==> src/rtl/gate_preact_mac_if.sv <==
// Handshake/bus bundle between a pre-activation MAC and its producer/consumer.
// W is the full signed fixed-point word width (QN+QM+1).
interface gate_preact_mac_if #(
  parameter int W = 18
);
  logic                start;
  logic signed [W-1:0] bias;
  logic                in_valid;
  logic signed [W-1:0] weight;
  logic signed [W-1:0] data;
  logic                in_ready;
  logic signed [W-1:0] result;
  logic                out_valid;
  logic                out_ready;
  logic                busy;

  modport master (
    output start, bias, in_valid, weight, data, out_ready,
    input  in_ready, result, out_valid, busy
  );

  modport slave (
    input  start, bias, in_valid, weight, data, out_ready,
    output in_ready, result, out_valid, busy
  );
endinterface

==> src/rtl/gate_preact_mac.sv <==
// Gate pre-activation multiply-accumulate: bias + sum of NTERMS weight*data products,
// rescaled to the Q(QN).(QM) word and saturated before handoff to the activation stage.
module gate_preact_mac #(
  parameter int QN     = 6,
  parameter int QM     = 11,
  parameter int NTERMS = 8
) (
  input  logic clk,
  input  logic reset,
  gate_preact_mac_if.slave bus
);
  localparam int W    = QN + QM + 1;
  localparam int PW   = 2 * W;
  localparam int ACCW = PW + $clog2(NTERMS) + 1;
  localparam int CW   = $clog2(NTERMS + 1);

  typedef enum logic [1:0] {
    IDLE = 2'd0,
    ACC  = 2'd1,
    SAT  = 2'd2,
    OUT  = 2'd3
  } state_t;

  state_t                 state_q, state_d;
  logic signed [ACCW-1:0] acc_q, acc_d;
  logic [CW-1:0]          cnt_q, cnt_d;
  logic signed [W-1:0]    result_q, result_d;
  logic                   in_ready_q, in_ready_d;
  logic                   out_valid_q, out_valid_d;
  logic                   busy_q, busy_d;

  logic signed [PW-1:0]   w_ext_s, d_ext_s, prod_s;
  logic signed [ACCW-1:0] prod_ext_s, bias_ext_s, shifted_s;
  logic signed [W-1:0]    sat_s;

  // Full-precision product, bias alignment and floor-rescale with clamp.
  always_comb begin
    w_ext_s    = {{(PW-W){bus.weight[W-1]}}, bus.weight};
    d_ext_s    = {{(PW-W){bus.data[W-1]}}, bus.data};
    prod_s     = w_ext_s * d_ext_s;
    prod_ext_s = {{(ACCW-PW){prod_s[PW-1]}}, prod_s};
    bias_ext_s = {{(ACCW-W-QM){bus.bias[W-1]}}, bus.bias, {QM{1'b0}}};
    shifted_s  = acc_q >>> QM;
    // In range only when every bit above the result sign bit matches it.
    if (shifted_s[ACCW-1:W-1] == {(ACCW-W+1){shifted_s[ACCW-1]}}) begin
      sat_s = shifted_s[W-1:0];
    end else begin
      sat_s = {shifted_s[ACCW-1], {(W-1){~shifted_s[ACCW-1]}}};
    end
  end

  // Next-state, datapath and registered-output decode.
  always_comb begin
    state_d  = state_q;
    acc_d    = acc_q;
    cnt_d    = cnt_q;
    result_d = result_q;
    case (state_q)
      IDLE: begin
        if (bus.start) begin
          state_d = ACC;
          acc_d   = bias_ext_s;
          cnt_d   = {CW{1'b0}};
        end else begin
          state_d = IDLE;
        end
      end
      ACC: begin
        if (bus.in_valid) begin
          acc_d = acc_q + prod_ext_s;
          cnt_d = cnt_q + CW'(1);
          if (cnt_q == CW'(NTERMS - 1)) begin
            state_d = SAT;
          end else begin
            state_d = ACC;
          end
        end else begin
          state_d = ACC;
        end
      end
      SAT: begin
        result_d = sat_s;
        state_d  = OUT;
      end
      OUT: begin
        if (bus.out_ready) begin
          state_d = IDLE;
        end else begin
          state_d = OUT;
        end
      end
      default: begin
        state_d = IDLE;
      end
    endcase
    in_ready_d  = (state_d == ACC);
    out_valid_d = (state_d == OUT);
    busy_d      = (state_d != IDLE);
  end

  // State and output registers; reset wins over every other input.
  always_ff @(posedge clk) begin
    if (reset) begin
      state_q     <= IDLE;
      acc_q       <= {ACCW{1'b0}};
      cnt_q       <= {CW{1'b0}};
      result_q    <= {W{1'b0}};
      in_ready_q  <= 1'b0;
      out_valid_q <= 1'b0;
      busy_q      <= 1'b0;
    end else begin
      state_q     <= state_d;
      acc_q       <= acc_d;
      cnt_q       <= cnt_d;
      result_q    <= result_d;
      in_ready_q  <= in_ready_d;
      out_valid_q <= out_valid_d;
      busy_q      <= busy_d;
    end
  end

  assign bus.in_ready  = in_ready_q;
  assign bus.out_valid = out_valid_q;
  assign bus.result    = result_q;
  assign bus.busy      = busy_q;
endmodule

==> src/flat_wrapper.sv <==
// flat-port wrapper written by rule: the top's interface ports become plain ports
module gate_preact_mac_flat 
#(
  parameter int QN     = 6,
  parameter int QM     = 11,
  parameter int NTERMS = 8
)
  (clk, reset, bus_start, bus_bias, bus_in_valid, bus_weight, bus_data, bus_out_ready, bus_in_ready, bus_result, bus_out_valid, bus_busy);
  gate_preact_mac_if #(.W((18))) bus_i ();
  input  logic clk;
  input  logic reset;
  input wire logic [$bits(bus_i.start)-1:0] bus_start;
  input wire logic [$bits(bus_i.bias)-1:0] bus_bias;
  input wire logic [$bits(bus_i.in_valid)-1:0] bus_in_valid;
  input wire logic [$bits(bus_i.weight)-1:0] bus_weight;
  input wire logic [$bits(bus_i.data)-1:0] bus_data;
  input wire logic [$bits(bus_i.out_ready)-1:0] bus_out_ready;
  output wire logic [$bits(bus_i.in_ready)-1:0] bus_in_ready;
  output wire logic [$bits(bus_i.result)-1:0] bus_result;
  output wire logic [$bits(bus_i.out_valid)-1:0] bus_out_valid;
  output wire logic [$bits(bus_i.busy)-1:0] bus_busy;
  assign bus_i.start = bus_start;
  assign bus_i.bias = bus_bias;
  assign bus_i.in_valid = bus_in_valid;
  assign bus_i.weight = bus_weight;
  assign bus_i.data = bus_data;
  assign bus_i.out_ready = bus_out_ready;
  assign bus_in_ready = bus_i.in_ready;
  assign bus_result = bus_i.result;
  assign bus_out_valid = bus_i.out_valid;
  assign bus_busy = bus_i.busy;
  gate_preact_mac #(.QN(QN), .QM(QM), .NTERMS(NTERMS)) u_core (.clk(clk), .reset(reset), .bus(bus_i));
endmodule
==> config.mk <==
export PLATFORM = sky130hd
export DESIGN_NAME = gate_preact_mac_flat
export DESIGN_NICKNAME = d
export VERILOG_FILES = /design/src/rtl/gate_preact_mac_if.sv /design/src/rtl/gate_preact_mac.sv /design/src/flat_wrapper.sv
export SDC_FILE = /design/constraint.sdc
export NUM_CORES = 1
export LEC_CHECK = 0
export ABC_CLOCK_PERIOD_IN_PS = 8600
export BUFFER_PORTS_ARGS = -buffer_cell sky130_fd_sc_hd__buf_2
export CAP_MARGIN = 20
export CORE_MARGIN = 5
export CORE_UTILIZATION = 40
export CTS_BUF_LIST = sky130_fd_sc_hd__clkbuf_16
export DETAILED_ROUTE_END_ITERATION = 8
export PLACE_DENSITY = 0.64
export SLEW_MARGIN = 20
export SYNTH_ARGS = -nofsm -noshare
export SYNTH_HDL_FRONTEND = slang
export SYNTH_SLANG_ARGS = --single-unit
==> constraint.sdc <==
create_clock -name clk -period 8.6 [get_ports clk]
set_clock_uncertainty 0.05 [all_clocks]
set_input_delay 1.72 -clock clk [delete_from_list [all_inputs] [get_ports clk]]
set_output_delay 1.72 -clock clk [all_outputs]
set_load 0.005 [all_outputs]
After elaboration in Yosys (flattened, before gate mapping)
Cells that the tools add are included.
{ "totals": {"regBits": 67, "in_bits": 59, "output_inout_bits": 21, "word_cells": 36} }
{ "op_classes": {"add_sub_neg": 2, "mul": 1, "eq_ne": 9, "muxes": 12, "bitwise": 1, "n_reduce_logical": 4} }
{ "ops": {"columns": ["cell", "n"], "rows": [
  ["$mux 40", 2],
  ["$pmux 40 s2", 1],
  ["$add 40x36->40", 1],
  ["$mul 18x18->36", 1],
  ["$mux 18", 1],
  ["$eq 11x11->1", 1],
  ["$mux 4", 2],
  ["$pmux 2 s4", 1],
  ["$pmux 4 s2", 1],
  ["$eq 2x2->1 const B", 3],
  ["$mux 2", 3],
  ["$add 4x1->4 const B", 1],
  ["$eq 2x1->1 const B", 2],
  ["$eq 4x3->1 const B", 1],
  ["$ne 2x2->1 const B", 2],
  ["$reduce_bool 2->1", 2],
  ["$reduce_and 3->1", 1],
  ["$logic_not 2->1", 1],
  ["$mux 1", 1],
  ["$not 1->1", 1]
]} }

Longest topological paths before layout
{ "logic_depth": {"word_depth": 5, "mapped_depth": 27, "ltp_nobuf": 25} }

Worst setup path after synthesis
Ideal clock, no wire load.
{ "synth_timing": {"kind": "input port to flip-flop", "from": "input port bus_weight[17]", "to": "register u_core.acc_q[32]", "setup_time_ps": 130, "t_arrival_ps": 8183, "slack_ps": 236, "path_stages": 21, "path_buffers": 2, "cell_sequence": "clkbuf_1 clkbuf_1 nand2_1 inv_1 fa_1 fa_1 fa_1 fa_1 fa_1 fa_1 ha_1 ha_1 a2111oi_4 o21a_1 o31ai_1 a31o_1 a31o_1 a211o_2 a31oi_1 xor2_1 o22ai_1"} }
{ "synth_between": {"elab_chain_len": 4} }
{ "synth_lines": {"columns": ["item", "line", "text"], "rows": [
  ["from (decl)", "flat_wrapper.sv:15", "input wire logic [$bits(bus_i.weight)-1:0] bus_weight;"],
  ["$mul 18x18->36", "gate_preact_mac.sv:40", "prod_s = w_ext_s * d_ext_s;"],
  ["$add 40x36->40", "gate_preact_mac.sv:70", "acc_d = acc_q + prod_ext_s;"],
  ["$mux 40", "gate_preact_mac.sv:69", "if (bus.in_valid) begin"],
  ["$pmux 40 s2", "gate_preact_mac.sv:58", "case (state_q)"],
  ["to (signal assigned)", "gate_preact_mac.sv:105", "acc_q <= {ACCW{1'b0}};"],
  ["to (decl)", "gate_preact_mac.sv:25", "logic signed [ACCW-1:0] acc_q, acc_d;"]
]} }
No other way between the ends. The select of a mux whose other input is x is not followed.
A chain may end at the register's enable or synchronous reset.

Final worst setup path
{ "layout_timing": {"from": "input port bus_data[1]", "to": "register u_core.acc_q[37]"} }
{ "layout_between": {"elab_chain_len": 4} }
{ "layout_lines": {"columns": ["item", "line", "text"], "rows": [
  ["from (decl)", "flat_wrapper.sv:16", "input wire logic [$bits(bus_i.data)-1:0] bus_data;"],
  ["$mul 18x18->36", "gate_preact_mac.sv:40", null],
  ["$add 40x36->40", "gate_preact_mac.sv:70", null],
  ["$mux 40", "gate_preact_mac.sv:69", null],
  ["$pmux 40 s2", "gate_preact_mac.sv:58", null]
]} }
No other way between the ends. The select of a mux whose other input is x is not followed.

==> impl_results.md <==
* Outcome: completed
* Rel. slew slack at 0.516
* RSZ-0062 raised after global routing: false
* Vias in the first global route at 13500
* Drt first pass iters at 5
* Syn avg cell area at 9.16 µm²
* Worst-skew pair later-pin latency at 0.33 ns
* Ant diodes at 0
* Post-synthesis cell count at 1818
* Die area at 45800 µm²
* CP max stage cell: fa_1
* Initial antenna violation count at 2
* First-pass GRT wire length at 67600 µm
* Fin crit share at 0.936
* NumNets Final at 2407
* Max-Cap Viols at 0
* Seq/Total Area, Yosys at 0.0805
* Startpoint types: input pin
* Final WL at 39700 µm
* Grt ovf at 0
* Top FF cell, synth: dfxtp_1
* Hold WC Path Type: reg2reg
* Vert. Die Dim at 214 µm
* Final setup fails at 0
* Arrival @ worst endpoint at 8.25 ns
* Req. time, crit path at 8.80 ns
* P&R area growth vs syn at 7.09%
* Post-route cell area at 17800 µm²
* Final RePlAce weighted congestion at 0.874
* Clk sink count at 67
* First DRT Iteration DRCs at 683
* Number of synthesized flops with an enable pin at 0
* Slowest stage delay, CP at 0.87 ns
* Crit path top cell by count: fa_1
* Leading cell type in the layout, fill and taps excluded: inv_1
* Buffers on Ports at 79
* DP HPWL at 34400 µm
* Final hold vios at 0
* CTS Hold Bufs at 0
* Yosys top cell area share at 0.461
* Critical path class: in2reg
* Max Slew Vio Count at 0
* Synthesized net count at 2383
* Hold slack at 0.441 ns
* Vias/cell at 5.10
* Fraction of layout cells with a size suffix above 1 at 0.0720
* Post-Syn Area at 16700 µm²
* Initial Util at 0.406
* DR vias at 12100
* Die Wd at 214 µm
* CP top delay family: adder cells
* Synth Register Bits at 67
* Total Routing Usage GR at 0.179
* Setup TNS at 0 ns
* Largest net degree at the start of global routing at 71
* CP Capture Type: register
* Clk buf depth at 2
* H-tree levels at 3
* Clock Tree Root: clkbuf_16
* Most frequent cells in the layout: inv_1, fa_1, nand2_1, and2_1, ha_1
* Worst-Margin Slew at 0.726 ns
* Clock transition at the registers of the reported paths at 0.06 ns
* CTS Buf Count at 9
* Crit-path cells: buf_2 -> nand2_1 -> inv_1 -> fa_1 -> fa_1 -> buf_4 -> fa_1 -> fa_1 -> fa_1 -> inv_1 -> fa_1 -> inv_1 -> ha_1 -> ha_1 -> and3_1 -> nand2_1 -> a211oi_1 -> a21oi_1 -> o21ai_1 -> a31oi_1 -> xor2_1 -> a211oi_1
* Row Count at 74
* CP Buf/Inv Count at 5
* Routed length per placed instance at 16.7 µm
* CTS tree: done
* Resized Gates After CTS at 0
* Post-synth ARST share at 0
* Detailed-route DRC error count at 0
* Post-CTS Setup Inserts at 0
* Final Critical Period at 8.05 ns
* Fmax at 124 MHz
* Yosys top cell by area: fa_1
* Placed cell areas at 17500 µm²
* Core area at 41000 µm²
* Remaining antenna violation count at 0
* Warning count from the yosys run at 0
* Crit path max fanout at 18
* I/O pins at 80
* Synth top area cells: fa_1, inv_1, ha_1, dfxtp_1, and2_1
* Synth unique cells at 64
## final timing paths
kind                                     startpoint                                 to  slack [ns]  cells after the start
hold / removal    u_core.bus.result[1]$_SDFFE_PP0N_  u_core.bus.result[1]$_SDFFE_PP0N_        0.44                      2
hold reg to reg   u_core.bus.result[1]$_SDFFE_PP0N_  u_core.bus.result[1]$_SDFFE_PP0N_        0.44                      2
setup reg to reg      u_core.acc_q[14]$_SDFFE_PP0P_      u_core.acc_q[39]$_SDFFE_PP0P_        3.27                     17
setup / recovery                        bus_data[1]      u_core.acc_q[37]$_SDFFE_PP0P_        0.55                     22
## Yosys cell counts (all sizes together), types with 5 or more instances
cell type / instances
nand4: 7
xor2: 16
a21oi: 60
o21a: 5
a22oi: 24
dfxtp: 67
nor3: 8
nand2: 188
a21o: 24
o21ai: 34
nand3: 10
a221oi: 6
inv: 418
o22ai: 6
a211oi: 9
fa: 384
and3: 6
clkbuf: 82
nor2: 78
nor4: 5
nor2b: 7
and2: 158
a31oi: 6
a311oi: 17
ha: 122
xnor2: 18
## sequential cells by signal, indices dropped and copies added, names as in the netlist
register / flops
u_core.acc_q: 40
u_core.bus.result: 18
u_core.bus.busy: 1
u_core.bus.out_valid: 1
u_core.state_q: 2
u_core.cnt_q: 4
u_core.bus.in_ready: 1
## per-layer routing
| metal | vias up | part of all wire | wire length (µm) | GRT usage |
|---|---|---|---|---|
| li1 | 5548 | - | - | - |
| met1 | 6274 | 0.40 | 16000 | 0.226 |
| met2 | 259 | 0.54 | 21300 | 0.331 |
| met3 | 49 | 0.036 | 1430 | 0.0181 |
| met4 | 0 | 0.022 | 873 | 0.0419 |
| met5 | - | 0 | 0 | 0 |
## worst reg2reg max path, stage by stage (launching register included)
cell and delay [ns]:
dfxtp_1 0.36, inv_1 0.10, fa_1 0.58, inv_1 0.06
fa_1 0.49, fa_1 0.59, fa_1 0.46, ha_1 0.30
ha_1 0.39, and4_1 0.25, and3_1 0.20, nand3_1 0.10
nand2_1 0.24, a21boi_1 0.17, o21ai_0 0.32, a21oi_1 0.15
or3_1 0.33, a31oi_1 0.13
## stage by stage
step | cells | util | setup WS, ns
floorplan | 1818 | - | 0.236
global placement | 2363 | 0.427 | 0.414
detailed placement | 2363 | 0.428 | 0.236
CTS | 2379 | 0.435 | 0.581
global route | 2379 | 0.435 | 0.228
finish | 2379 | 0.435 | 0.552
## kinds of logic (layout without fill, tap and decap cells)
group / count (synthesis) / in the layout / share of synthesized area
AOI/OAI and AO/OA: 214 / 214 / 0.0871
adders and majority gates: 506 / 506 / 0.553
and+or+nand+nor: 489 / 489 / 0.144
DFF: 67 / 67 / 0.0805
buffers and inverters: 503 / 532 / 0.114
muxes: 5 / 5 / 0.00315
xor gates and xnor gates: 34 / 34 / 0.0179
## final cells by class
cell class	count	area (µm²)
fillers	4046	23200
multi-input cells	1248	13400
inverters	419	1570
flip-flops and latches	67	1340
well taps	532	666
repair buffers	97	531
clock buffers	9	225
clock inverters	7	77.6
Power is not shown: default switching activity piles up to over one toggle a cycle in this logic, so the estimate is an artifact.
